$ cat src/rtl/alu_cmd_if.sv
// Byte-stream, ALU and transmit signals of the ALU command controller.
// master = controller side, slave = environment (RX/TX links and ALU).
interface alu_cmd_if #(
    parameter int DATA_WIDTH = 8
);
    logic [7:0]              rx_data;
    logic                    rx_valid;
    logic [DATA_WIDTH-1:0]   alu_a;
    logic [DATA_WIDTH-1:0]   alu_b;
    logic [3:0]              alu_function;
    logic                    alu_enable;
    logic [2*DATA_WIDTH-1:0] alu_result;
    logic                    alu_result_valid;
    logic [7:0]              tx_data;
    logic                    tx_valid;
    logic                    tx_ready;
    logic                    busy;
    logic                    rx_overrun;

    modport master (
        input  rx_data,
        input  rx_valid,
        input  alu_result,
        input  alu_result_valid,
        input  tx_ready,
        output alu_a,
        output alu_b,
        output alu_function,
        output alu_enable,
        output tx_data,
        output tx_valid,
        output busy,
        output rx_overrun
    );

    modport slave (
        output rx_data,
        output rx_valid,
        output alu_result,
        output alu_result_valid,
        output tx_ready,
        input  alu_a,
        input  alu_b,
        input  alu_function,
        input  alu_enable,
        input  tx_data,
        input  tx_valid,
        input  busy,
        input  rx_overrun
    );
endinterface

$ cat src/rtl/alu_cmd_ctrl.sv
// ALU command controller: parses CC/A/B/FUNC frames, runs one ALU
// request, returns the 16-bit result LSB first (or an error byte).
module alu_cmd_ctrl #(
    parameter int         DATA_WIDTH  = 8,
    parameter logic [7:0] CMD_HDR     = 8'hCC,
    parameter logic [7:0] ERR_CODE    = 8'hEE,
    parameter int         ALU_TIMEOUT = 4
) (
    input  logic       clk,
    input  logic       reset,
    alu_cmd_if.master  bus
);
    localparam int TW = $clog2(ALU_TIMEOUT + 1);

    typedef enum logic [3:0] {
        S_IDLE,
        S_GET_A,
        S_GET_B,
        S_GET_FUNC,
        S_ALU_REQ,
        S_ALU_WAIT,
        S_SEND_LO,
        S_SEND_HI,
        S_SEND_ERR
    } state_t;

    state_t                  r_state;
    state_t                  w_next;
    logic [DATA_WIDTH-1:0]   r_a;
    logic [DATA_WIDTH-1:0]   r_b;
    logic [3:0]              r_fn;
    logic [2*DATA_WIDTH-1:0] r_result;
    logic [TW-1:0]           r_timer;
    logic                    r_overrun;

    logic       w_ld_a;
    logic       w_ld_b;
    logic       w_ld_fn;
    logic       w_cap;
    logic       w_tmr_clr;
    logic       w_tmr_inc;
    logic       w_drop;
    logic       w_tx_valid;
    logic [7:0] w_tx_data;
    logic       w_alu_en;

    always_comb begin
        w_next     = r_state;
        w_ld_a     = 1'b0;
        w_ld_b     = 1'b0;
        w_ld_fn    = 1'b0;
        w_cap      = 1'b0;
        w_tmr_clr  = 1'b0;
        w_tmr_inc  = 1'b0;
        w_drop     = 1'b0;
        w_tx_valid = 1'b0;
        w_tx_data  = 8'h00;
        w_alu_en   = 1'b0;
        unique case (r_state)
            S_IDLE: begin
                if (bus.rx_valid && bus.rx_data == CMD_HDR)
                    w_next = S_GET_A;
            end
            S_GET_A: begin
                if (bus.rx_valid) begin
                    w_ld_a = 1'b1;
                    w_next = S_GET_B;
                end
            end
            S_GET_B: begin
                if (bus.rx_valid) begin
                    w_ld_b = 1'b1;
                    w_next = S_GET_FUNC;
                end
            end
            S_GET_FUNC: begin
                if (bus.rx_valid) begin
                    w_ld_fn = 1'b1;
                    w_next  = S_ALU_REQ;
                end
            end
            S_ALU_REQ: begin
                w_alu_en  = 1'b1;
                w_tmr_clr = 1'b1;
                w_drop    = bus.rx_valid;
                w_next    = S_ALU_WAIT;
            end
            S_ALU_WAIT: begin
                w_drop = bus.rx_valid;
                // ALU_WAIT lasts at most ALU_TIMEOUT cycles
                if (bus.alu_result_valid) begin
                    w_cap  = 1'b1;
                    w_next = S_SEND_LO;
                end else if (r_timer == TW'(ALU_TIMEOUT - 1)) begin
                    w_next = S_SEND_ERR;
                end else begin
                    w_tmr_inc = 1'b1;
                end
            end
            S_SEND_LO: begin
                w_drop     = bus.rx_valid;
                w_tx_valid = 1'b1;
                w_tx_data  = r_result[7:0];
                if (bus.tx_ready)
                    w_next = S_SEND_HI;
            end
            S_SEND_HI: begin
                w_drop     = bus.rx_valid;
                w_tx_valid = 1'b1;
                w_tx_data  = r_result[15:8];
                if (bus.tx_ready)
                    w_next = S_IDLE;
            end
            S_SEND_ERR: begin
                w_drop     = bus.rx_valid;
                w_tx_valid = 1'b1;
                w_tx_data  = ERR_CODE;
                if (bus.tx_ready)
                    w_next = S_IDLE;
            end
            default: begin
                w_next = S_IDLE;
            end
        endcase
    end

    always_ff @(posedge clk or negedge reset) begin
        if (!reset) begin
            r_state <= S_IDLE;
        end else begin
            r_state <= w_next;
        end
    end

    always_ff @(posedge clk or negedge reset) begin
        if (!reset) begin
            r_a  <= '0;
            r_b  <= '0;
            r_fn <= '0;
        end else begin
            if (w_ld_a)
                r_a <= DATA_WIDTH'(bus.rx_data);
            if (w_ld_b)
                r_b <= DATA_WIDTH'(bus.rx_data);
            if (w_ld_fn)
                r_fn <= bus.rx_data[3:0];
        end
    end

    always_ff @(posedge clk or negedge reset) begin
        if (!reset) begin
            r_result <= '0;
        end else if (w_cap) begin
            r_result <= bus.alu_result;
        end
    end

    always_ff @(posedge clk or negedge reset) begin
        if (!reset) begin
            r_timer <= '0;
        end else if (w_tmr_clr) begin
            r_timer <= '0;
        end else if (w_tmr_inc) begin
            r_timer <= r_timer + TW'(1);
        end
    end

    always_ff @(posedge clk or negedge reset) begin
        if (!reset) begin
            r_overrun <= 1'b0;
        end else begin
            r_overrun <= w_drop;
        end
    end

    assign bus.alu_a        = r_a;
    assign bus.alu_b        = r_b;
    assign bus.alu_function = r_fn;
    assign bus.alu_enable   = w_alu_en;
    assign bus.tx_data      = w_tx_data;
    assign bus.tx_valid     = w_tx_valid;
    assign bus.busy         = (r_state != S_IDLE);
    assign bus.rx_overrun   = r_overrun;

endmodule

$ cat src/flat_wrapper.sv
// flat-port wrapper written by rule: the top's interface ports become plain ports
module alu_cmd_ctrl_flat 
#(
    parameter int         DATA_WIDTH  = 8,
    parameter logic [7:0] CMD_HDR     = 8'hCC,
    parameter logic [7:0] ERR_CODE    = 8'hEE,
    parameter int         ALU_TIMEOUT = 4
)
  (clk, reset, bus_rx_data, bus_rx_valid, bus_alu_result, bus_alu_result_valid, bus_tx_ready, bus_alu_a, bus_alu_b, bus_alu_function, bus_alu_enable, bus_tx_data, bus_tx_valid, bus_busy, bus_rx_overrun);
  alu_cmd_if #(.DATA_WIDTH(DATA_WIDTH)) bus_i ();
  input  logic clk;
  input  logic reset;
  input wire logic [$bits(bus_i.rx_data)-1:0] bus_rx_data;
  input wire logic [$bits(bus_i.rx_valid)-1:0] bus_rx_valid;
  input wire logic [$bits(bus_i.alu_result)-1:0] bus_alu_result;
  input wire logic [$bits(bus_i.alu_result_valid)-1:0] bus_alu_result_valid;
  input wire logic [$bits(bus_i.tx_ready)-1:0] bus_tx_ready;
  output wire logic [$bits(bus_i.alu_a)-1:0] bus_alu_a;
  output wire logic [$bits(bus_i.alu_b)-1:0] bus_alu_b;
  output wire logic [$bits(bus_i.alu_function)-1:0] bus_alu_function;
  output wire logic [$bits(bus_i.alu_enable)-1:0] bus_alu_enable;
  output wire logic [$bits(bus_i.tx_data)-1:0] bus_tx_data;
  output wire logic [$bits(bus_i.tx_valid)-1:0] bus_tx_valid;
  output wire logic [$bits(bus_i.busy)-1:0] bus_busy;
  output wire logic [$bits(bus_i.rx_overrun)-1:0] bus_rx_overrun;
  assign bus_i.rx_data = bus_rx_data;
  assign bus_i.rx_valid = bus_rx_valid;
  assign bus_i.alu_result = bus_alu_result;
  assign bus_i.alu_result_valid = bus_alu_result_valid;
  assign bus_i.tx_ready = bus_tx_ready;
  assign bus_alu_a = bus_i.alu_a;
  assign bus_alu_b = bus_i.alu_b;
  assign bus_alu_function = bus_i.alu_function;
  assign bus_alu_enable = bus_i.alu_enable;
  assign bus_tx_data = bus_i.tx_data;
  assign bus_tx_valid = bus_i.tx_valid;
  assign bus_busy = bus_i.busy;
  assign bus_rx_overrun = bus_i.rx_overrun;
  alu_cmd_ctrl #(.DATA_WIDTH(DATA_WIDTH), .CMD_HDR(CMD_HDR), .ERR_CODE(ERR_CODE), .ALU_TIMEOUT(ALU_TIMEOUT)) u_core (.clk(clk), .reset(reset), .bus(bus_i));
endmodule
$ cat config.mk
export PLATFORM = sky130hd
export DESIGN_NAME = alu_cmd_ctrl_flat
export DESIGN_NICKNAME = d
export VERILOG_FILES = /design/src/rtl/alu_cmd_if.sv /design/src/rtl/alu_cmd_ctrl.sv /design/src/flat_wrapper.sv
export SDC_FILE = /design/constraint.sdc
export NUM_CORES = 1
export LEC_CHECK = 0
export CAP_MARGIN = 25
export CORE_ASPECT_RATIO = 1.1
export CORE_MARGIN = 1
export CORE_UTILIZATION = 42
export CTS_CLUSTER_DIAMETER = 200
export CTS_CLUSTER_SIZE = 16
export DETAILED_ROUTE_END_ITERATION = 16
export GPL_TIMING_DRIVEN = 1
export PLACE_DENSITY_LB_ADDON = 0.3
export SETUP_SLACK_MARGIN = 0.05
export SYNTH_ARGS = -nofsm -noshare
export SYNTH_HDL_FRONTEND = slang
export SYNTH_SLANG_ARGS = --single-unit
$ cat constraint.sdc
create_clock -name clk -period 1.76 [get_ports clk]
set_clock_uncertainty 0.15 [all_clocks]
set_input_delay 0.176 -clock clk [delete_from_list [all_inputs] [get_ports clk]]
set_output_delay 0.176 -clock clk [all_outputs]
set_load 0.01 [all_outputs]
Word level (Yosys, flattened, before mapping)
Index checks and enable logic that the tools add are counted.
Word-level totals
  register bits: 44
  input port bits: 29
Operators by class
  equal/unequal tests: 17
  multiplexer cells: 24
  $add $sub $neg: 1
  reductions and logical operators: 8
Operators by type and width (number)
  4-bit two-way mux: 8
  4-bit case mux with 8 select lines: 1
  8-bit case mux with 3 select lines: 1
  4-bit by 3-bit == test with 1-bit output (second input constant): 4
  1-bit two-way mux: 12
  4-bit by 2-bit == test with 1-bit output (second input constant): 2
  8-bit == test (second input constant): 1
  2-bit inequality test (second input constant): 4
  7-bit AND reduction: 1
  3-bit two-way mux: 2
  5-bit OR reduction: 1
  4-bit by 1-bit == test with 1-bit output (second input constant): 1
  4-bit == test (second input constant): 1
  4-bit logical NOT: 1
  2-bit by 1-bit inequality test with 1-bit output (second input constant): 2
  4-bit nonzero test: 1
  3-bit by 1-bit adder with 3-bit output (second input constant): 1
  3-bit by 2-bit == test with 1-bit output (second input constant): 1
  3-bit by 2-bit inequality test with 1-bit output (second input constant): 1
  3-bit OR reduction: 1
  2-bit nonzero test: 1
  2-bit OR reduction: 1
  1-bit logical AND: 1

Depth between registers and ports, before layout
Gate-level depths: netlist of the first run.
  depth after elaboration: 6
  gate-level depth with buffers: 6
  gate-level depth less buffers: 6

Worst setup path after synthesis of the first run
No wires, ideal clock.
  path type: reg2reg
  start point: reg u_core.r_state[0]
  end point: reg u_core.r_state[0]
  arrival time: 1.708 ns
  path slack: -0.223 ns
  cell stages (with the launch flop): 6
  data required time: 1.485 ns
  buffers on the path: 1
  library setup time: 0.125 ns
  cell sequence: dfrtp_1 > buf_2 > or4_1 > a41oi_1 > or3_4 > mux2_4
On the way
  longest elaborated chain between the ends: 4
  elaborated cells on any way between the ends: 19
  classes of those cells: eq/ne (15); mux (1); reduce/logical (3)
RTL lines
  start, declared: RTL line alu_cmd_ctrl.sv:27  | state_t r_state;
  start signal, assigned: RTL line alu_cmd_ctrl.sv:131  | r_state <= w_next;
  4-bit by 3-bit == test with 1-bit output or 4-bit == test (tied branches): RTL line alu_cmd_ctrl.sv:59  | unique case (r_state)
  2-bit OR reduction (no source line)
  2-bit by 1-bit inequality test with 1-bit output (no source line)
  7-bit AND reduction (no source line)
Several ways; a longest one is shown, not always the timed one.
A chain may end at the register's enable or synchronous reset.

Final worst setup path of the first run
  start point: reg u_core.r_state[2]
  end point: reg u_core.r_state[0]
Same word-level chain as after synthesis.

==> out/metrics.csv, run 1 <==
metric,value,unit
ys_types,38,
ys_warn_count,0,
worst_pin_slew,509.4,ps
io_buffers,60,
die_x,68.71,µm
num_antenna_cells,0,
synth_top_area_frac,0.5356,
dieArea,5179,µm²
root_buffer,clkbuf_8,
dp.cells,305,
timing.slew.headroom,0.6604,
synth_top_area_cell,dfrtp_1,
cts_buffers,5,
num_vias,1819,
synth.avg_cell_area,12.53,µm²
grt_pass1_vias,1798,
tritoncts,yes,
yosys.area_share.simple,0.1144,
cts_buffer_depth,2,
synth_common_cells,"dfrtp_1 (44), mux2_2 (36), nand2_1 (12), o21ai_0 (10)",
instances_no_fill,335,
run_status,"finished, violations left",
route.antenna.remaining_nets,0,
final-setup-viol-count,51,
fillers,321,
remaining_drc_errors,0,
p_leak,1.600,nW
grtUsageTotal,0.2272,
final.min_clock_period,2102,ps
grt_pass1_wl,8466,µm
crit_required,1800,ps
drt_iter0_drc,68,
synth_compound_area_frac,0.08825,
timing.fmax,0.4758,GHz
routabilityCongestion,0.8704,
tns,-8448,ps
fin_crit_sh,1.194,
start_util,0.4388,
path_cells,buf_6 -> or4b_4 -> o2bb2ai_4 -> or3_4 -> mux2_4,
htreeDepth,2,
syn_area,2056,µm²
totalWireLength,6054,µm
clk_latency,300,ps
power_density,1701,nW/µm²
ys_seq_area_frac,0.5356,
slew_viol_final,0,
synth-edff-count,0,
critPathLaunchType,flop,
synth_cells,164,
ys_ff_latch,44,
crit_fanout,4,
synth_fa_ha_area_frac,0.01217,
critical_path_class,flop to flop,
critPathArrivalTime,2140,ps
fp.coreArea,4684,µm²
min_path_type,input port to async pin,
power,5.990,mW
grt_max_degree,25,
muxShareOfSynthArea,0.2191,
rows,26,
hpwl,3394,µm
num_io_pins,61,
dr.pass1.iters,4,
syn_nets,195,
synth-xor-area-share,0,
violations,negative setup slack,
via_per_inst,5.430,
synth_area_leaders,"dfrtp_1 (54%), mux2_2 (20%), o21ai_0 (2.4%), nand2_1 (2.2%), a21oi_1 (1.5%)",
post_route_cells_drive_above_1_share,0.5376,
synth_top_flop_cell,dfrtp_1,
ir_drop,0.8309,mV
cp_slowest_cell,or4b_4,
timing.final.ws_setup,-341.6,ps
cp-end-kind,flop,
globalRouteOverflowTotal,0,
dieHeight,75.38,µm
worst_path_largest_cell_delay,540,ps
layout.nets,309,
synth_top_family_by_area,multiplexers,
clock-sinks,44,
rsz0062_at_grt,true,
synth_most_common_cell,dfrtp_1,
async_flop_share,1.000,
final-hold-violation-count,0,
clk_pin_slew,80,ps
wl_per_cell,18.07,µm
antenna_found_initial,0,
area_growth,71.27,%
maxCapViolCount,0,
==> flip-flops by register name, indices dropped and copies added, names as in the netlist <==
| signal | count |
|---|---|
| u_core.r_timer | 3 |
| u_core.bus.alu_function | 4 |
| u_core.r_state | 4 |
| u_core.bus.alu_a | 8 |
| u_core.bus.rx_overrun | 1 |
| u_core.bus.alu_b | 8 |
| u_core.r_result | 16 |
==> routing by layer <==
| metal | up-vias | share of wire | global-route usage |
|---|---|---|---|
| met4 | 0 | 0.023 | 0.09070 |
| met2 | 77 | 0.52 | 0.3965 |
| met5 | - | 0 | 0 |
| met1 | 909 | 0.40 | 0.2633 |
| li1 | 816 | - | - |
| met3 | 17 | 0.058 | 0.06138 |
==> timing repair <==
item,in CTS,in global routing
pin swaps,14,10
endpoints found under the setup margin,52,54
gates cloned,1,0
hold endpoints to repair,20,0
setup buffers,15,10
resized for setup,99,18
hold buffers,1,0
==> where the power goes <==
| part | total [mW] | internal [mW] | switching (mW) |
|---|---|---|---|
| registers | 1.81 | 1.50 | 0.310 |
| logic | 3.41 | 2.08 | 1.33 |
| clock network | 0.771 | 0.420 | 0.351 |
| total | 5.99 | 4.00 | 1.99 |
==> final timing paths <==
| path | startpoint | end | slack, ps | cells past startpoint |
|---|---|---|---|---|
| max | u_core.r_state[2]$_DFFE_PN0P_ | u_core.r_state[0]$_DFFE_PN0P_ | -340 | 5 |
| max reg2reg | u_core.r_state[2]$_DFFE_PN0P_ | u_core.r_state[0]$_DFFE_PN0P_ | -340 | 5 |
| max in group asynchronous | reset | u_core.r_state[1]$_DFFE_PN0P_ | 720 | 3 |
| min reg2reg | u_core.bus.alu_a[6]$_DFFE_PN0P_ | u_core.bus.alu_a[6]$_DFFE_PN0P_ | 360 | 1 |
| min in group clk | bus_alu_result[2] | u_core.r_result[2]$_DFFE_PN0P_ | 330 | 2 |
| min | reset | u_core.bus.alu_b[1]$_DFFE_PN0P_ | 230 | 2 |
==> per-stage QoR <==
stage | utilization | cell area, µm² | hold slack (ps) | worst slack, ps
floorplan | - | 2087 | -269.6 | -157.1
global placement | 0.6413 | 3004 | 18.26 | -305.1
detailed placement | 0.6413 | 3004 | 18.81 | -312.8
CTS | 0.7284 | 3412 | 232.3 | -265.4
global route | 0.7516 | 3521 | 280.0 | -387.2
finish | 0.7516 | 3521 | 233.3 | -341.6
==> area by class of cell <==
cell class | instances | area (µm²) | share of cell area
clock buffer | 5 | 68.82 | 0.01955
multi-input combinational | 107 | 1105 | 0.3138
inverter | 5 | 18.77 | 0.005330
clock inverter | 3 | 42.54 | 0.01208
tap | 56 | 70.07 | 0.01990
sequential | 44 | 1104 | 0.3134
timing repair buffer | 115 | 1112 | 0.3159
==> cells in the final DEF (no fill, tap or decap), types with 4 or more instances in the layout <==
cell type        instances
buf_4                   31
clkdlybuf4s50_1         48
mux2_4                  13
a21oi_2                  5
mux2_2                  24
nand3_2                  4
buf_2                    9
nand2_1                  8
dfrtp_1                 42
buf_12                   4
o21ai_1                  5
inv_1                    4
clkbuf_8                 5
buf_6                   21
==> critical path: cells and delay by family, from the launching register on <==
family / cells / cell delay [ps]
AND/OR/NAND/NOR: 2 / 740
flip-flops: 1 / 440
multiplexers: 1 / 290
AO/OA/AOI/OAI: 1 / 240
buffers and inverters: 1 / 130
==> cell families after synthesis <==
| kind of cell | after synthesis |
|---|---|
| adders and majority gates | 2 |
| muxes | 40 |
| DFF | 44 |
| and+or+nand+nor | 40 |
| AOI/OAI and AO/OA | 25 |
| buffers and inverters | 13 |
Power figures use the tool's default switching activity.
==> run 2, diff against run 1 <==
--- a/config.mk
+++ b/config.mk
@@ -7,10 +7,10 @@
 export LEC_CHECK = 0
 export CAP_MARGIN = 25
 export CORE_ASPECT_RATIO = 1.1
-export CORE_MARGIN = 1
+export CORE_MARGIN = 2
 export CORE_UTILIZATION = 42
-export CTS_CLUSTER_DIAMETER = 200
-export CTS_CLUSTER_SIZE = 16
+export CTS_CLUSTER_DIAMETER = 50
+export CTS_CLUSTER_SIZE = 14
 export DETAILED_ROUTE_END_ITERATION = 16
 export GPL_TIMING_DRIVEN = 1
 export PLACE_DENSITY_LB_ADDON = 0.3
==> run 2 against run 1 <==
  * The flow still finishes with violations (negative setup slack)
  * Die area rose by 5.6%
  * Critical path depth rose by 1
  * First-iteration DRC count shrank 46%
  * Clock power fell by 18%
  * Sequential share of layout area increased by 1.4 points
  * Register-to-register slack improved by 50 ps
  * Via count is 7.4% lower
  * Maximum frequency increased by 2.6%
  * Hold slack lost 12 ps
  * Clock-buffer cell count up 1
  * Cell area decreased by 4.2%
  * Critical path type unchanged
  * Highest routed layer unchanged
==> out/metrics.csv, run 2 (synthesis gave the netlist of run 1 again) <==
metric,value,unit,change
run_status,"finished, violations left",,
violations,negative setup slack,,
final_area,3374,µm²,-4.2%
slew_viol_final,0,,unchanged
hpwl,3454,µm,+1.8%
start_util,0.4388,,unchanged
maxCapViolCount,0,,unchanged
antenna_found_initial,0,,unchanged
cts_buffers,5,,unchanged
min_path_type,input port to async pin,,
r2r_cells,6,,+1
timing.slew.headroom,0.6870,,+0.02658
num_vias,1684,,-7.4%
final-setup-viol-count,33,,-35%
post_route_cells_drive_above_1_share,0.4833,,-0.05436
r2r_slack,-290,ps,+50 ps
reg2reg_to,u_core.bus.alu_function[1]$_DFFE_PN0P_,,
cp-end-kind,flop,,
clk_latency,290,ps,about the same
fin_crit_sh,1.163,,-0.03066
largest_reg_flops,16,,unchanged
routabilityCongestion,0.8238,,-5.4%
clk_pin_slew,80,ps,about the same
totalWireLength,5164,µm,-15%
grt_pass1_vias,1769,,-1.6%
regMostFlops,u_core.r_result,,
r2r_start,u_core.r_state[2]$_DFFE_PN0P_,,
drt_iter0_drc,37,,-46%
wl_per_cell,15.89,µm,-12%
final_common_cell,clkdlybuf4s50_1,,
holdWs,221.3,ps,-11.98 ps
grt_pass1_wl,8521,µm,+0.65%
critPathArrivalTime,2080,ps,-60 ps
critPathLaunchType,flop,,
dieArea,5471,µm²,+5.6%
critical_path_class,flop to flop,,
dr.pass1.iters,4,,unchanged
clock-sinks,44,,unchanged
globalRouteOverflowTotal,0,,unchanged
p_leak,1.561,nW,-2.5%
cts_buffer_depth,2,,unchanged
fillers,348,,+8.4%
remaining_drc_errors,0,,unchanged
num_io_pins,61,,unchanged
grt_max_degree,26,,+4.0%
rows,26,,unchanged
rsz0062_at_grt,true,,
route.antenna.remaining_nets,0,,unchanged
dieHeight,77.38,µm,+2.7%
num_antenna_cells,0,,unchanged
layout.nets,299,,-3.2%
timing.final.ws_setup,-287.6,ps,+53.95 ps
layout_common_cells,"clkdlybuf4s50_1 (48), dfrtp_1 (41), buf_4 (26)",,
crit_required,1790,ps,about the same
die_x,70.71,µm,+2.9%
root_buffer,clkbuf_8,,
place_area,3012,µm²,+0.25%
tritoncts,yes,,
fp.coreArea,4684,µm²,unchanged
crit_fanout,5,,+1
timing.fmax,0.4884,GHz,+2.6%
grtUsageTotal,0.1973,,-0.02996
io_buffers,60,,unchanged
htreeDepth,2,,unchanged
via_per_inst,5.182,,-4.6%
final-hold-violation-count,0,,unchanged
post-place-ws,-355.3,ps,-42.52 ps
worst_pin_slew,469.5,ps,-39.86 ps
area_growth,64.15,%,
power,5.593,mW,-6.6%
ir_drop,0.8769,mV,+5.5%
power_density,1657,nW/µm²,-2.6%
final.min_clock_period,2048,ps,-53.95 ps
run 2: cell types whose count changed in the layout (fill, tap and decap cells not counted), moves of 2 or more:
cell / before / now
buf_6: 21 / 16
o21ai_0: 2 / 4
buf_4: 31 / 26
mux2_2: 24 / 16
nand2_1: 8 / 10
mux2_4: 13 / 21
o21ai_2: 3 / 0
nand3_2: 4 / 1
nor2_2: 2 / 0
nand3_1: 2 / 5
nor2_1: 3 / 5
run 2: worst max-delay path by stage:
stage	start	endpoint	slack [ps]
finish	u_core.r_state[2]$_DFFE_PN0P_	u_core.bus.alu_function[1]$_DFFE_PN0P_	-290
global route	u_core.r_state[0]$_DFFE_PN0P_	u_core.r_state[0]$_DFFE_PN0P_	-330
CTS	u_core.r_state[2]$_DFFE_PN0P_	u_core.r_state[0]$_DFFE_PN0P_	-270
detailed placement	bus_rx_valid	u_core.r_state[0]$_DFFE_PN0P_	-360
global placement	bus_rx_valid	u_core.bus.alu_function[3]$_DFFE_PN0P_	-330
floorplan	u_core.r_state[2]$_DFFE_PN0P_	u_core.r_state[0]$_DFFE_PN0P_	-160
run 2: per-layer routing:
metal	GRT usage	wire [µm]	up-vias
met5	0	0	-
met4	0.04528	62	0
met3	0.05195	291	7
met2	0.3383	2621	57
met1	0.2494	2189	821
li1	-	-	799
run 2: layout make-up:
| cell class | count | area, µm² | share of cell area |
|---|---|---|---|
| flip-flops and latches | 44 | 1105 | 0.3274 |
| multi-input cells | 107 | 1070 | 0.3170 |
| repair buffers | 105 | 1018 | 0.3018 |
| clock buffers | 6 | 82.58 | 0.02447 |
| well taps | 56 | 70.07 | 0.02076 |
| inverters | 5 | 18.77 | 0.005562 |
| clock inverters | 2 | 10.01 | 0.002966 |
run 2: repair_timing:
item | in CTS | in global routing
pin swaps | 11 | 9
cloned | 1 | 0
hold buffers | 1 | 0
buffers inserted | 8 | 1
endpoints found under the hold margin | 19 | 0
resized for setup | 84 | 18
setup endpoints to repair | 51 | 55
run 2: stage by stage:
| step | util | std cells | TNS, ps |
|---|---|---|---|
| global placement | 0.6429 | 306 | -6042 |
| finish | 0.7204 | 325 | -4243 |
| detailed placement | 0.6429 | 306 | -7162 |
| global route | 0.7204 | 325 | -6310 |
| CTS | 0.7033 | 324 | -4274 |
| floorplan | - | 164 | -371.3 |
run 2: worst max-delay path: stages (launching register included):
cell	delay, ps
dfrtp_2	430
buf_6	140
buf_6	110
and4bb_2	250
o2bb2ai_4	150
nor3_4	380
mux2_4	340
run 2: power breakdown:
part	switching, mW	total [mW]	leakage (nW)	internal (mW)
Sequential	0.291	1.79	0.531	1.50
Combinational	1.19	3.17	0.978	1.98
Clock	0.322	0.635	0.0510	0.313
Total	1.80	5.59	1.56	3.79
==> patch 1: new RTL, config.mk and constraints of run 2 <==
`DATA_WIDTH` is set to 8 in 3 places; all go to 9.
--- a/src/rtl/alu_cmd_if.sv
+++ b/src/rtl/alu_cmd_if.sv
@@ -1,7 +1,7 @@
 // Byte-stream, ALU and transmit signals of the ALU command controller.
 // master = controller side, slave = environment (RX/TX links and ALU).
 interface alu_cmd_if #(
-    parameter int DATA_WIDTH = 8
+    parameter int DATA_WIDTH = 9
 );
     logic [7:0]              rx_data;
     logic                    rx_valid;
--- a/src/rtl/alu_cmd_ctrl.sv
+++ b/src/rtl/alu_cmd_ctrl.sv
@@ -1,7 +1,7 @@
 // ALU command controller: parses CC/A/B/FUNC frames, runs one ALU
 // request, returns the 16-bit result LSB first (or an error byte).
 module alu_cmd_ctrl #(
-    parameter int         DATA_WIDTH  = 8,
+    parameter int         DATA_WIDTH  = 9,
     parameter logic [7:0] CMD_HDR     = 8'hCC,
     parameter logic [7:0] ERR_CODE    = 8'hEE,
     parameter int         ALU_TIMEOUT = 4
--- a/src/flat_wrapper.sv
+++ b/src/flat_wrapper.sv
@@ -1,7 +1,7 @@
 // flat-port wrapper written by rule: the top's interface ports become plain ports
 module alu_cmd_ctrl_flat 
 #(
-    parameter int         DATA_WIDTH  = 8,
+    parameter int         DATA_WIDTH  = 9,
     parameter logic [7:0] CMD_HDR     = 8'hCC,
     parameter logic [7:0] ERR_CODE    = 8'hEE,
     parameter int         ALU_TIMEOUT = 4
Interface: changed (resized bus_alu_a, bus_alu_b and bus_alu_result); port bits go from 61 to 65. No check against the original RTL was run, so the function may have changed too.
==> patch 1 against run 2 <==
  * The run still ends with setup timing left
  * Clock power increased by 27%
  * First-iteration DRC count increased by 120%
  * Wire length increased by 6.3%
  * Power increased by 8.1%
  * Critical path depth decreased by 2
  * Via count increased by 2.2%
  * Final area increased by 0.74%
  * Worst setup slack improved by 130 ps
  * Synthesized area increased by 2.2%
  * Sequential cell count unchanged
  * Largest power group unchanged
==> patch 1: results (changes against run 2) <==
run status: complete, but fails checks
violated checks: setup timing
launch point of the worst reg-to-reg path: u_core.r_state[1]
Top Metal Used: met4
cell internal power dissipation: 0.00402 W (+5.9%)
post-synthesis cell type count: 40 (+5.3%)
final total negative setup slack: -2190 ps (+2060 ps)
overall routed net length: 5490 um (+6.3%)
final count of negative-setup-slack endpoints: 33 (unchanged)
maximum number of pins on one net before global-route repair: 21 (-19%)
count of buffers inserted at the top-level ports: 60 (unchanged)
initial antenna violation count: 0 (unchanged)
signal arrival time at the worst endpoint: 1970 ps (-110 ps)
via count of the first global-routing pass: 1752 (-0.96%)
met2 WL: 2800 um (+6.9%)
Crit Path Max Fanout: 6 (+1)
metal3 WL: 275 um (-5.5%)
ranking of synthesized cells by instance count: dfrtp_1 (44), mux2_2 (26), mux2_4 (10), nand2_1 (9)
maximum ir drop on the vdd rail: 957 uV (+9.2%)
crit path setup slack, layout: -154 ps (+134 ps)
Fillers: 370 (+6.3%)
routability congestion estimate: 0.792 (-3.8%)
leakage power: 1.55 nW (-0.88%)
total half-perimeter wirelength after legalization and detailed placement: 3500 um (+1.5%)
top_reg_cell synth: dfrtp_1
compound-gate portion of the synthesized area: 0.0756 (-0.0126)
post-synthesis mux area share: 0.230 (+0.0114)
fraction of layout cells with a size suffix above 1: 0.495 (+0.0114)
adder and majority gate portion of the synthesized area: 0.0119 (-0.000261)
first-pass GRT wire length: 8590 um (+0.81%)
sequential share of the synthesized area: 0.524 (-0.0115)
maximum level of the CTS H-tree: 2 (unchanged)
largest cells by area after synthesis: dfrtp_1 (52%), mux2_2 (14%), mux2_4 (7.1%)
via count normalized by instance count: 5.11 (-1.4%)
met1 wire length: 2320 um (+5.9%)
global router's overall resource usage: 0.199 (+0.00215)
fin nets: 311 (+4.0%)
clock latency at the later pin of the worst-skew pair: 310 ps (+20 ps)
1st-iter DRT viols: 83 (+120%)
patch 1: cell count changes in the layout (fill, tap and decap cells not counted), sizes merged, moves of 3 or more:
| cell | change |
|---|---|
| buf | +7 |
| nand4 | +3 |
| nor2b | -3 |
| nor3b | +3 |
patch 1: power by group through the flow:
stage / sequential, W / combinational (W) / clock, W
final: 0.00180 / 0.00344 / 0.000807
after global routing: 0.00185 / 0.00368 / 0.000862
after CTS: 0.00179 / 0.00314 / 0.000812
after detailed placement: 0.00179 / 0.00275 / 0
after global placement: 0.00178 / 0.00271 / 0
after floorplan: 0.00185 / 0.00142 / 0
patch 1: path summary, 6_finish.rpt:
path,to,cells past startpoint
setup / recovery,u_core.r_state[3],4
hold / removal,u_core.bus.alu_a[5],2
setup reg to reg,u_core.r_state[3],4
hold reg to reg,u_core.bus.alu_b[6],1
max in group asynchronous,u_core.r_state[1],3
min in group clk,u_core.r_result[14],2
patch 1: layout make-up:
| cell class | instances | area [um^2] | share of cell area |
|---|---|---|---|
| clock buffers | 5 | 68.8 | 0.0202 |
| clock inverters | 3 | 46.3 | 0.0136 |
| inverters | 6 | 22.5 | 0.00662 |
| multi-input cells | 109 | 1060 | 0.311 |
| flip-flops and latches | 44 | 1100 | 0.324 |
| well taps | 58 | 72.6 | 0.0213 |
| repair buffers | 112 | 1030 | 0.303 |
patch 1: cell families after synthesis:
family | after synthesis
buffers and inverters | 14
DFF | 44
AOI/OAI and AO/OA | 26
and+or+nand+nor | 38
adders and majority gates | 2
muxes | 40
other | 1
patch 1: layer usage:
layer,up-vias,GRT usage
met5,-,0
met4,0,0.0717
met3,10,0.0513
met2,48,0.326
met1,848,0.254
li1,815,-
patch 1: what timing repair did:
item | in CTS | in global routing
resized for setup | 69 | 19
setup buffers | 15 | 5
endpoints found under the setup margin | 50 | 54
endpoints found under the hold margin | 24 | 0
pin swaps | 13 | 11
gates cloned | 1 | 0
hold buffers | 1 | 0
patch 1: metrics by stage:
step | instances | hold WS [ps] | setup WS (ps) | util | instance area (um^2)
final | 337 | 141 | -154 | 0.694 | 3400
after detailed placement | 307 | -54.7 | -364 | 0.609 | 2980
after floorplan | 166 | -270 | -110 | - | 2130
after global routing | 337 | 182 | -230 | 0.694 | 3400
after CTS | 332 | 167 | -125 | 0.671 | 3290
after global placement | 307 | -63.2 | -339 | 0.609 | 2980
patch 1: worst max-delay path: stages (launching register included):
cell	delay (ps)
dfrtp_2	470
or4b_4	570
a21oi_4	160
a221o_2	160
mux2_4	290
==> patch 2: new RTL, settings of run 2 <==
Without the edit above. Encoding of `state_t`: now one-hot (9 bits for 9 states).
--- a/src/rtl/alu_cmd_ctrl.sv
+++ b/src/rtl/alu_cmd_ctrl.sv
@@ -12,16 +12,16 @@
 );
     localparam int TW = $clog2(ALU_TIMEOUT + 1);
 
-    typedef enum logic [3:0] {
-        S_IDLE,
-        S_GET_A,
-        S_GET_B,
-        S_GET_FUNC,
-        S_ALU_REQ,
-        S_ALU_WAIT,
-        S_SEND_LO,
-        S_SEND_HI,
-        S_SEND_ERR
+    typedef enum logic [8:0] {
+        S_IDLE     = 9'b000000001,
+        S_GET_A    = 9'b000000010,
+        S_GET_B    = 9'b000000100,
+        S_GET_FUNC = 9'b000001000,
+        S_ALU_REQ  = 9'b000010000,
+        S_ALU_WAIT = 9'b000100000,
+        S_SEND_LO  = 9'b001000000,
+        S_SEND_HI  = 9'b010000000,
+        S_SEND_ERR = 9'b100000000
     } state_t;
 
     state_t                  r_state;
Formal check against the unedited RTL: no difference found for any inputs over 10 cycles, from zero or initial values and one cycle with reset low; not proved beyond that.
==> patch 2 against run 2 <==
  * The flow still finishes with violations (setup timing)
  * Worst setup slack lost 300 ps
  * Synthesized area grew 16%
  * Sequential power shrank 15%
  * Wire length grew 22%
  * Largest cell class is now multi-input combinational cells
  * Final area grew 17%
  * Sequential cell count grew 5
  * Power shrank 24%
  * Worst hold slack lost 84 ps
==> patch 2: results (changes against run 2) <==
run status: complete, but fails checks
violated checks: setup timing
total half-perimeter wirelength after legalization and detailed placement: 3960 um (+15%)
initial antenna violation count: 0 (unchanged)
Synthesis Warnings: 0 (unchanged)
via count normalized by instance count: 5.12 (-1.1%)
transition time of the tightest slew-check pin: 383 ps (-86.1 ps)
via count of the first global-routing pass: 2154 (+22%)
1st-iter DRT viols: 76 (+110%)
parity-gate share of the synthesized area counting xor and xnor cells: 0.0147 (+0.0147)
fraction of layout cells with a size suffix above 1: 0.494 (+0.0104)
Top delay family on crit path: simple AND/OR/NAND/NOR gates
combined flip-flop and latch cell area: 1230 um^2 (+11%)
final count of negative-setup-slack endpoints: 56 (+70%)
maximum level of the CTS H-tree: 2 (unchanged)
signal arrival time at the worst endpoint: 2020 ps (-60 ps)
router iterations before antenna repair: 4 (unchanged)
clock-pin slew on the worst setup and hold paths: 90 ps
placed instance area: 3390 um^2 (+13%)
post-synthesis cell type count: 43 (+13%)
global router's overall resource usage: 0.216 (+0.0192)
crit path setup slack, layout: -588 ps (-301 ps)
Fillers: 381 (+9.5%)
adder and majority gate portion of the synthesized area: 0.0105 (-0.00169)
Clock Path Buffers: 2 (unchanged)
Clk Tree Root Cell: clkbuf_8
Routed Antenna Nets: 0 (unchanged)
registers with the most flip-flops: u_core.r_result: 16 flops, u_core.r_state: 9 flops
post-synthesis mux area share: 0.201 (-0.0177)
largest cells by area after synthesis: dfrtp_1 (50%), mux2_2 (13%), mux2_4 (5.7%)
pre-CTS setup slack: -522 ps (-166 ps)
Synth Net Count: 219 (+12%)
count of buffers inserted at the top-level ports: 60 (unchanged)
maximum ir drop on the vdd rail: 925 uV (+5.5%)
Crit Path Max Fanout: 4 (-1)
TritonCTS buffer count: 5 (unchanged)
proportion of register bits with asynchronous set or reset after synthesis: 1.00 (unchanged)
final antenna diode count: 0 (unchanged)
clock latency at the later pin of the worst-skew pair: 310 ps (+20 ps)
leakage power: 1.80 nW (+16%)
detailed-route wire length per cell: 16.0 um (+0.91%)
slowest CP cell: dfrtp_2
routability congestion estimate: 0.795 (-3.5%)
compound-gate portion of the synthesized area: 0.101 (+0.0124)
fin nets: 348 (+16%)
stage delay of the slowest cell on the critical path: 430 ps (about the same)
first-pass GRT wire length: 10400 um (+22%)
ranking of synthesized cells by instance count: dfrtp_1 (48), mux2_2 (28), o21ai_0 (12), nor2_1 (10), mux2_4 (9)
maximum number of pins on one net before global-route repair: 38 (+46%)
worst min path class: input port to async pin
sequential share of the synthesized area: 0.514 (-0.0212)
==> patch 2: cell types whose count changed in the layout (fill, tap and decap cells not counted), moves of 5 or more <==
cell,change
mux2_4,-9
nand2_1,-8
a221o_1,+6
buf_4,+21
a21oi_2,-5
mux2_2,+9
dfrtp_1,+5
==> patch 2: stage by stage <==
stage               setup TNS, ps  std cells  hold slack, ps  power (W)
finish                     -14440        393             137    0.00425
CTS                        -11920        391             149    0.00413
global route               -18580        393             175    0.00446
detailed placement         -13380        355           -58.2    0.00310
floorplan                   -4850        188            -270    0.00226
global placement           -11810        355           -60.8    0.00307
==> patch 2: cell families (layout without fill, tap and decap cells) <==
group                      after synthesis  in the layout
buffers and inverters                   15            142
muxes                                   40             40
DFF                                     49             49
AOI/OAI and AO/OA                       31             31
adders and majority gates                2              2
xor gates and xnor gates                 4              4
and+or+nand+nor                         47             50
==> patch 2: path summary, 6_finish.rpt <==
check	depth (start not counted)	start	end	slack (ps)
worst max-delay path	8	u_core.r_state[2]	bus_tx_data[3]	-590
worst min-delay path	2	reset	u_core.bus.alu_function[0]	140
worst max register to register	8	u_core.r_state[2]	u_core.r_state[8]	-390
worst min register to register	1	u_core.r_timer[0]	u_core.r_timer[0]	360
max in group asynchronous	3	reset	u_core.r_state[0]	770
min in group clk	2	bus_alu_result[1]	u_core.r_result[1]	330
==> patch 2: routing by layer <==
metal,wire [um],global-route usage
met1,2640,0.280
met2,3240,0.353
met3,304,0.0570
met4,112,0.0574
met5,0,0
==> patch 2: what timing repair did <==
action                                  in CTS  in global routing
pin swaps                                   21                 12
gates cloned                                 3                  0
hold endpoints to repair                    48                  0
gates resized for setup                     90                 12
endpoints found under the setup margin      58                 58
hold buffers                                 1                  0
buffers inserted                            25                  2
==> patch 2: worst reg2reg max path, stage by stage (launching register included) <==
cell and delay, ps:
dfrtp_2 430, nor4_4 310, nand2_2 150, buf_4 180, buf_4 160, o32ai_4 300, buf_4 170, nor3b_1 40
o32a_1 160
==> patch 2: power by group <==
group	switching [W]	total, W	internal (W)	leakage (nW)
registers	0.000143	0.00152	0.00137	0.650
logic	0.000869	0.00207	0.00120	1.12
clock network	0.000382	0.000664	0.000282	0.0385
==> patch 2: layout make-up <==
| cell class | instances | share of cell area |
|---|---|---|
| Clock buffer | 7 | 0.0194 |
| Multi-Input combinational cell | 127 | 0.343 |
| Tap cell | 75 | 0.0238 |
| Inverter | 6 | 0.00571 |
| Timing Repair Buffer | 128 | 0.294 |
| Sequential cell | 49 | 0.312 |
| Clock inverter | 1 | 0.00190 |
